--- config.mk ---
export PLATFORM = sky130hd
export DESIGN_NAME = wishbone_sram_slave
export DESIGN_NICKNAME = d
export VERILOG_FILES = /design/src/rtl/wishbone_sram_slave.sv
export SDC_FILE = /design/constraint.sdc
export NUM_CORES = 1
export LEC_CHECK = 0
export BUFFER_PORTS_ARGS = -buffer_cell sky130_fd_sc_hd__buf_2
export CORE_MARGIN = 2
export CORE_UTILIZATION = 41
export CTS_CLUSTER_SIZE = 24
export DETAILED_ROUTE_END_ITERATION = 8
export MAX_ROUTING_LAYER = met4
export PLACE_DENSITY_LB_ADDON = 0.2
export REMOVE_ABC_BUFFERS = 1
export SLEW_MARGIN = 15
export SYNTH_ARGS = -nofsm -noshare
export SYNTH_HDL_FRONTEND = slang
export SYNTH_SLANG_ARGS = --single-unit
--- constraint.sdc ---
create_clock -name clk -period 1.75 [get_ports clk]
set_input_delay 0.35 -clock clk [delete_from_list [all_inputs] [get_ports clk]]
set_output_delay 0.35 -clock clk [all_outputs]
set_load 0.01 [all_outputs]
--- src/rtl/wishbone_sram_slave.sv ---
// Wishbone-to-asynchronous-SRAM bridge: captures one bus request, sequences
// the SRAM strobes for a timed read or write, then returns a single-cycle ack.
module wishbone_sram_slave #(
  parameter int DEV_BIT    = 4,
  parameter int READ_WAIT  = 2,
  parameter int WRITE_WAIT = 2
) (
  input  logic        clk,
  input  logic        rst,
  input  logic [31:0] wishbone_addr_i,
  input  logic [31:0] wishbone_data_i,
  input  logic        wishbone_we_i,
  input  logic [15:0] wishbone_select_i,
  output logic [31:0] wishbone_data_o,
  output logic        wishbone_ack_o,
  output logic [19:0] sram_addr_o,
  input  logic [31:0] sram_data_i,
  output logic [31:0] sram_data_o,
  output logic        sram_data_oe,
  output logic        sram_ce_n,
  output logic        sram_oe_n,
  output logic        sram_we_n,
  output logic [3:0]  sram_be_n
);

  localparam logic [3:0] RD_LOAD = 4'(READ_WAIT - 1);
  localparam logic [3:0] WR_LOAD = 4'(WRITE_WAIT - 1);

  typedef enum logic [2:0] {
    IDLE,
    RD_SETUP,
    RD_WAIT,
    WR_SETUP,
    WR_PULSE,
    WR_HOLD,
    ACK
  } state_t;

  state_t      state_reg, state_next;
  logic [3:0]  cnt_reg, cnt_next;
  logic [19:0] addr_reg, addr_next;
  logic [31:0] wdata_reg, wdata_next;
  logic [3:0]  sel_reg, sel_next;
  logic [31:0] dout_reg, dout_next;

  logic        ack_reg, ack_next;
  logic        ce_n_reg, ce_n_next;
  logic        oe_n_reg, oe_n_next;
  logic        we_n_reg, we_n_next;
  logic        doe_reg, doe_next;
  logic [3:0]  be_n_reg, be_n_next;

  logic        rd_phase, wr_phase;

  // Bus bits outside the captured fields are intentionally ignored.
  logic unused_bits;
  assign unused_bits = ^{wishbone_addr_i[31:22], wishbone_addr_i[1:0], wishbone_select_i};

  always_comb begin
    state_next = state_reg;
    cnt_next   = cnt_reg;
    addr_next  = addr_reg;
    wdata_next = wdata_reg;
    sel_next   = sel_reg;
    dout_next  = dout_reg;

    case (state_reg)
      IDLE: begin
        if (wishbone_select_i[DEV_BIT]) begin
          addr_next  = wishbone_addr_i[21:2];
          wdata_next = wishbone_data_i;
          sel_next   = wishbone_select_i[3:0];
          if (wishbone_select_i[3:0] == 4'h0) begin
            // No byte lanes enabled: complete at once without touching the SRAM.
            state_next = ACK;
            dout_next  = 32'h0;
          end else if (wishbone_we_i) begin
            state_next = WR_SETUP;
          end else begin
            state_next = RD_SETUP;
          end
        end
      end
      RD_SETUP: begin
        cnt_next   = RD_LOAD;
        state_next = RD_WAIT;
      end
      RD_WAIT: begin
        if (cnt_reg == 4'd0) begin
          dout_next  = sram_data_i;
          state_next = ACK;
        end else begin
          cnt_next = cnt_reg - 4'd1;
        end
      end
      WR_SETUP: begin
        cnt_next   = WR_LOAD;
        state_next = WR_PULSE;
      end
      WR_PULSE: begin
        if (cnt_reg == 4'd0) begin
          state_next = WR_HOLD;
        end else begin
          cnt_next = cnt_reg - 4'd1;
        end
      end
      WR_HOLD: begin
        dout_next  = 32'h0;
        state_next = ACK;
      end
      ACK: begin
        state_next = IDLE;
      end
      default: begin
        state_next = IDLE;
      end
    endcase
  end

  // Strobes are registered from the next state so the pins are glitch-free
  // and fall inactive on the very edge that sees reset.
  always_comb begin
    rd_phase  = (state_next == RD_SETUP) || (state_next == RD_WAIT);
    wr_phase  = (state_next == WR_SETUP) || (state_next == WR_PULSE) ||
                (state_next == WR_HOLD);
    ack_next  = (state_next == ACK);
    ce_n_next = !(rd_phase || wr_phase);
    oe_n_next = !rd_phase;
    we_n_next = (state_next != WR_PULSE);
    doe_next  = wr_phase;
    be_n_next = (rd_phase || wr_phase) ? ~sel_next : 4'hF;
  end

  always_ff @(posedge clk) begin
    if (rst) begin
      state_reg <= IDLE;
      cnt_reg   <= 4'd0;
      addr_reg  <= 20'h0;
      wdata_reg <= 32'h0;
      sel_reg   <= 4'h0;
      dout_reg  <= 32'h0;
      ack_reg   <= 1'b0;
      ce_n_reg  <= 1'b1;
      oe_n_reg  <= 1'b1;
      we_n_reg  <= 1'b1;
      doe_reg   <= 1'b0;
      be_n_reg  <= 4'hF;
    end else begin
      state_reg <= state_next;
      cnt_reg   <= cnt_next;
      addr_reg  <= addr_next;
      wdata_reg <= wdata_next;
      sel_reg   <= sel_next;
      dout_reg  <= dout_next;
      ack_reg   <= ack_next;
      ce_n_reg  <= ce_n_next;
      oe_n_reg  <= oe_n_next;
      we_n_reg  <= we_n_next;
      doe_reg   <= doe_next;
      be_n_reg  <= be_n_next;
    end
  end

  assign wishbone_data_o = dout_reg;
  assign wishbone_ack_o  = ack_reg;
  assign sram_addr_o     = addr_reg;
  assign sram_data_o     = wdata_reg;
  assign sram_data_oe    = doe_reg;
  assign sram_ce_n       = ce_n_reg;
  assign sram_oe_n       = oe_n_reg;
  assign sram_we_n       = we_n_reg;
  assign sram_be_n       = be_n_reg;

endmodule

==> results_dict.tcl <==
set metrics [dict create \
    post-place-ws_ps -145.1 \
    cts_buffers 9 \
    grt_pass1_vias 3500 \
    synthFlopType "dfxtp_1" \
    async_flop_share_pct 0 \
    fin_area_um2 5749 \
    rows 36 \
    multi_input_area_um2 1868 \
    synthDistinctLibCells 43 \
    timing.hold.ws_ps 210.7 \
    p_clk_share_pct 22.0 \
    grt_start_max_net_pins 57 \
    grt_pass1_wl_mm 16.68 \
    relSlewSlack_pct 73.02 \
    wire_per_inst_um 13.92 \
    ant_nets 0 \
    cp_slowest_cell "or3b_4" \
    fin_crit_ps 1823 \
    cp_max_fo 8 \
    holdBufCountCts 0 \
    ys_ff_latch 104 \
    ir_worst_vdd_mv 0.4336 \
    ys_warn_count 0 \
    max_freq_ghz 0.5485 \
    internal-power_uw 4176 \
    io_buffer_count 184 \
    root_buffer "clkbuf_8" \
    die_area_um2 10590 \
    die_w_um 102.9 \
    worst_pin_slew_ps 400.5 \
    netlist_instances 473 \
    cts_sinks 104 \
    layout.nets 786 \
    synth_edf_count 0 \
    final-seq-area_um2 2085 \
    seqPwrFrac_pct 43.9 \
    dr.pass1.iters 5 \
    crit_arrival_ps 2080 \
    viasPerCell 4.920 \
    reg2reg_from "cnt_reg[1]" \
    routed_wl_mm 11.25 \
    clockBufferDepth 2 \
    finClkSkew_ps 11.18 \
    clk_latency_ps 370 \
    cp-end-kind "register" \
    worstPathRequired_ps 2010 \
    maxSlewViolCount 0 \
    critical_path.cell_chain "inv_2 -> ha_4 -> or3b_4 -> o32ai_4 -> or2_4 -> buf_12 -> buf_16 -> o21ai_2" \
    grt_antenna_before_repair 0 \
    dp_hpwl_mm 7.580 \
    hold_path_class "input pin to register" \
    place_congestion 0.8766 \
    combPwrFrac_pct 34.1 \
    max_cap_violations 0 \
    drt_iter0_drc 115 \
    grt_use_total_pct 20.42 \
    p_per_area_nw_per_um2 1076 \
    setup_ws_ps -73.15 \
    start_util_pct 41.63 \
    overflow 0 \
    cts_tree "built" \
    critPathKind "register to register" \
    switchingPower_uw 2010 \
    synth-seq-area-share_pct 51.89 \
    crit_path_max_incr_delay_ps 390 \
    crit_path_start_kind "register" \
    timing.critical_path.buf_inv 3 \
    failed_checks "setup timing" \
    status "finished, violations left" \
    fill_cells 916 \
    avgSynthCellArea_um2 8.483 \
    crit_family "simple AND/OR/NAND/NOR gates" \
    area_growth_pct 43.28 \
    hold_viol 0 \
    syn-cell-area_um2 4013 \
    die_y_um 102.9 \
    hp-start "wishbone_data_i[20]" \
    drive_gt1_share_pct 41.19 \
    route.detailed.drc 0 \
    swShare_pct 32.49 \
    antenna_cells 0 \
    core_um2 9639 \
    rsz0062_at_grt "yes" \
    finish.utilization_pct 59.64 \
    htree_levels 3 \
    min_period_over_period_pct 104.2 \
    timing.critical_path.from "cnt_reg[1]" \
    power.total_uw 6186 \
    clkTransAtPathRegs_ps 100 \
    p_leak_uw 0.002556 \
    vias 3975 \
    ios 208 \
    place_area_um2 5300 \
    setup_viol 19 \
]
area by class of cell:
class                   count  share of cell area (%)
flip-flops and latches    104                   36.26
multi-input cells         327                   32.49
repair buffers            225                   25.16
well taps                 133                   2.894
clock buffers              11                   2.459
clock inverters             5                  0.5441
inverters                   3                  0.1959
power by group through the flow:
stage          Combinational, µW  Clock [µW]  Sequential, µW
5_1_grt                     2300        1520            2740
3_3_place_gp                1720           0            2750
3_5_place_dp                1760           0            2760
2_1_floorplan                712           0            2900
6_report                    2110        1360            2710
4_1_cts                     2130        1400            2720
synthesized netlist by cell type (2+ instances only):
| cell type | n | area [µm²] |
|---|---|---|
| nand2_1 | 117 | 439.2 |
| dfxtp_1 | 104 | 2082 |
| a21oi_1 | 57 | 285.3 |
| nand2b_1 | 33 | 206.5 |
| o211ai_1 | 33 | 247.7 |
| o21ai_0 | 26 | 130.1 |
| clkbuf_1 | 23 | 86.33 |
| buf_2 | 12 | 60.06 |
| o21ai_1 | 10 | 50.05 |
| nor2_1 | 7 | 26.28 |
| nor3_1 | 6 | 30.03 |
| nand3b_1 | 4 | 30.03 |
| inv_1 | 3 | 11.26 |
| a211oi_1 | 2 | 15.01 |
| a32oi_1 | 2 | 17.52 |
| buf_6 | 2 | 22.52 |
| nand3_1 | 2 | 10.01 |
| nor2b_1 | 2 | 12.51 |
| nor4_1 | 2 | 12.51 |
| or2_2 | 2 | 12.51 |
| or3b_1 | 2 | 17.52 |
cells in the final DEF, fill, tap and decap left out, types with 3 or more instances in the layout:
| master | count |
|---|---|
| buf_2 | 184 |
| nand2_1 | 117 |
| dfxtp_1 | 102 |
| a21oi_1 | 57 |
| nand2b_1 | 33 |
| o211ai_1 | 33 |
| buf_4 | 24 |
| o21ai_2 | 21 |
| o21ai_1 | 12 |
| clkbuf_8 | 10 |
| buf_12 | 10 |
| nor2_1 | 7 |
| nor3_1 | 4 |
| nand3b_1 | 4 |
| o21ai_0 | 3 |
| clkinv_2 | 3 |
| buf_16 | 3 |
what timing repair did:
| action | in CTS | in global routing |
|---|---|---|
| gates resized for setup | 51 | 14 |
| setup buffers | 5 | 0 |
| pin swaps | 25 | 5 |
| gates cloned | 4 | 1 |
| setup endpoints to repair | 41 | 42 |
cell families (layout without fill, tap and decap cells):
| family | count (synthesis) | in the layout | synth area share [%] |
|---|---|---|---|
| compound gates | 137 | 137 | 20.49 |
| xor+xnor | 1 | 1 | 0.2183 |
| fa+ha+maj | 1 | 1 | 0.3118 |
| flops | 104 | 104 | 51.89 |
| buf+inv | 42 | 244 | 4.802 |
| simple gates | 187 | 187 | 22.01 |
| mux | 1 | 1 | 0.2806 |
final timing paths:
check / slack (ps) / to / depth (start not counted)
setup / recovery: -70 / wishbone_data_o[23] / 8
hold / removal: 210 / sram_data_o[20] / 3
setup reg to reg: -70 / wishbone_data_o[23] / 8
hold reg to reg: 450 / sram_data_o[11] / 2
layer usage:
layer  vias to the layer above  routed length [µm]  track usage (%)  share of wire (%)
li1                       2003                   -                -                  -
met1                      1806                4927            24.69                 44
met2                       155                5360            33.42                 48
met3                        11                 850            5.492                7.6
met4                         0                 107            6.073               0.95
met5                         -                   0                -                  0
worst min-delay path: stages:
cell and delay [ps]:
buf_2 90, nand2_1 50, a21oi_1 50
stage by stage:
stage,TNS [ps],std cells
floorplan,-148600,434
global placement,-2677,785
detailed placement,-4403,785
CTS,-1556,809
global route,-3160,808
finish,-1046,808
Power figures use the tool's default switching activity.
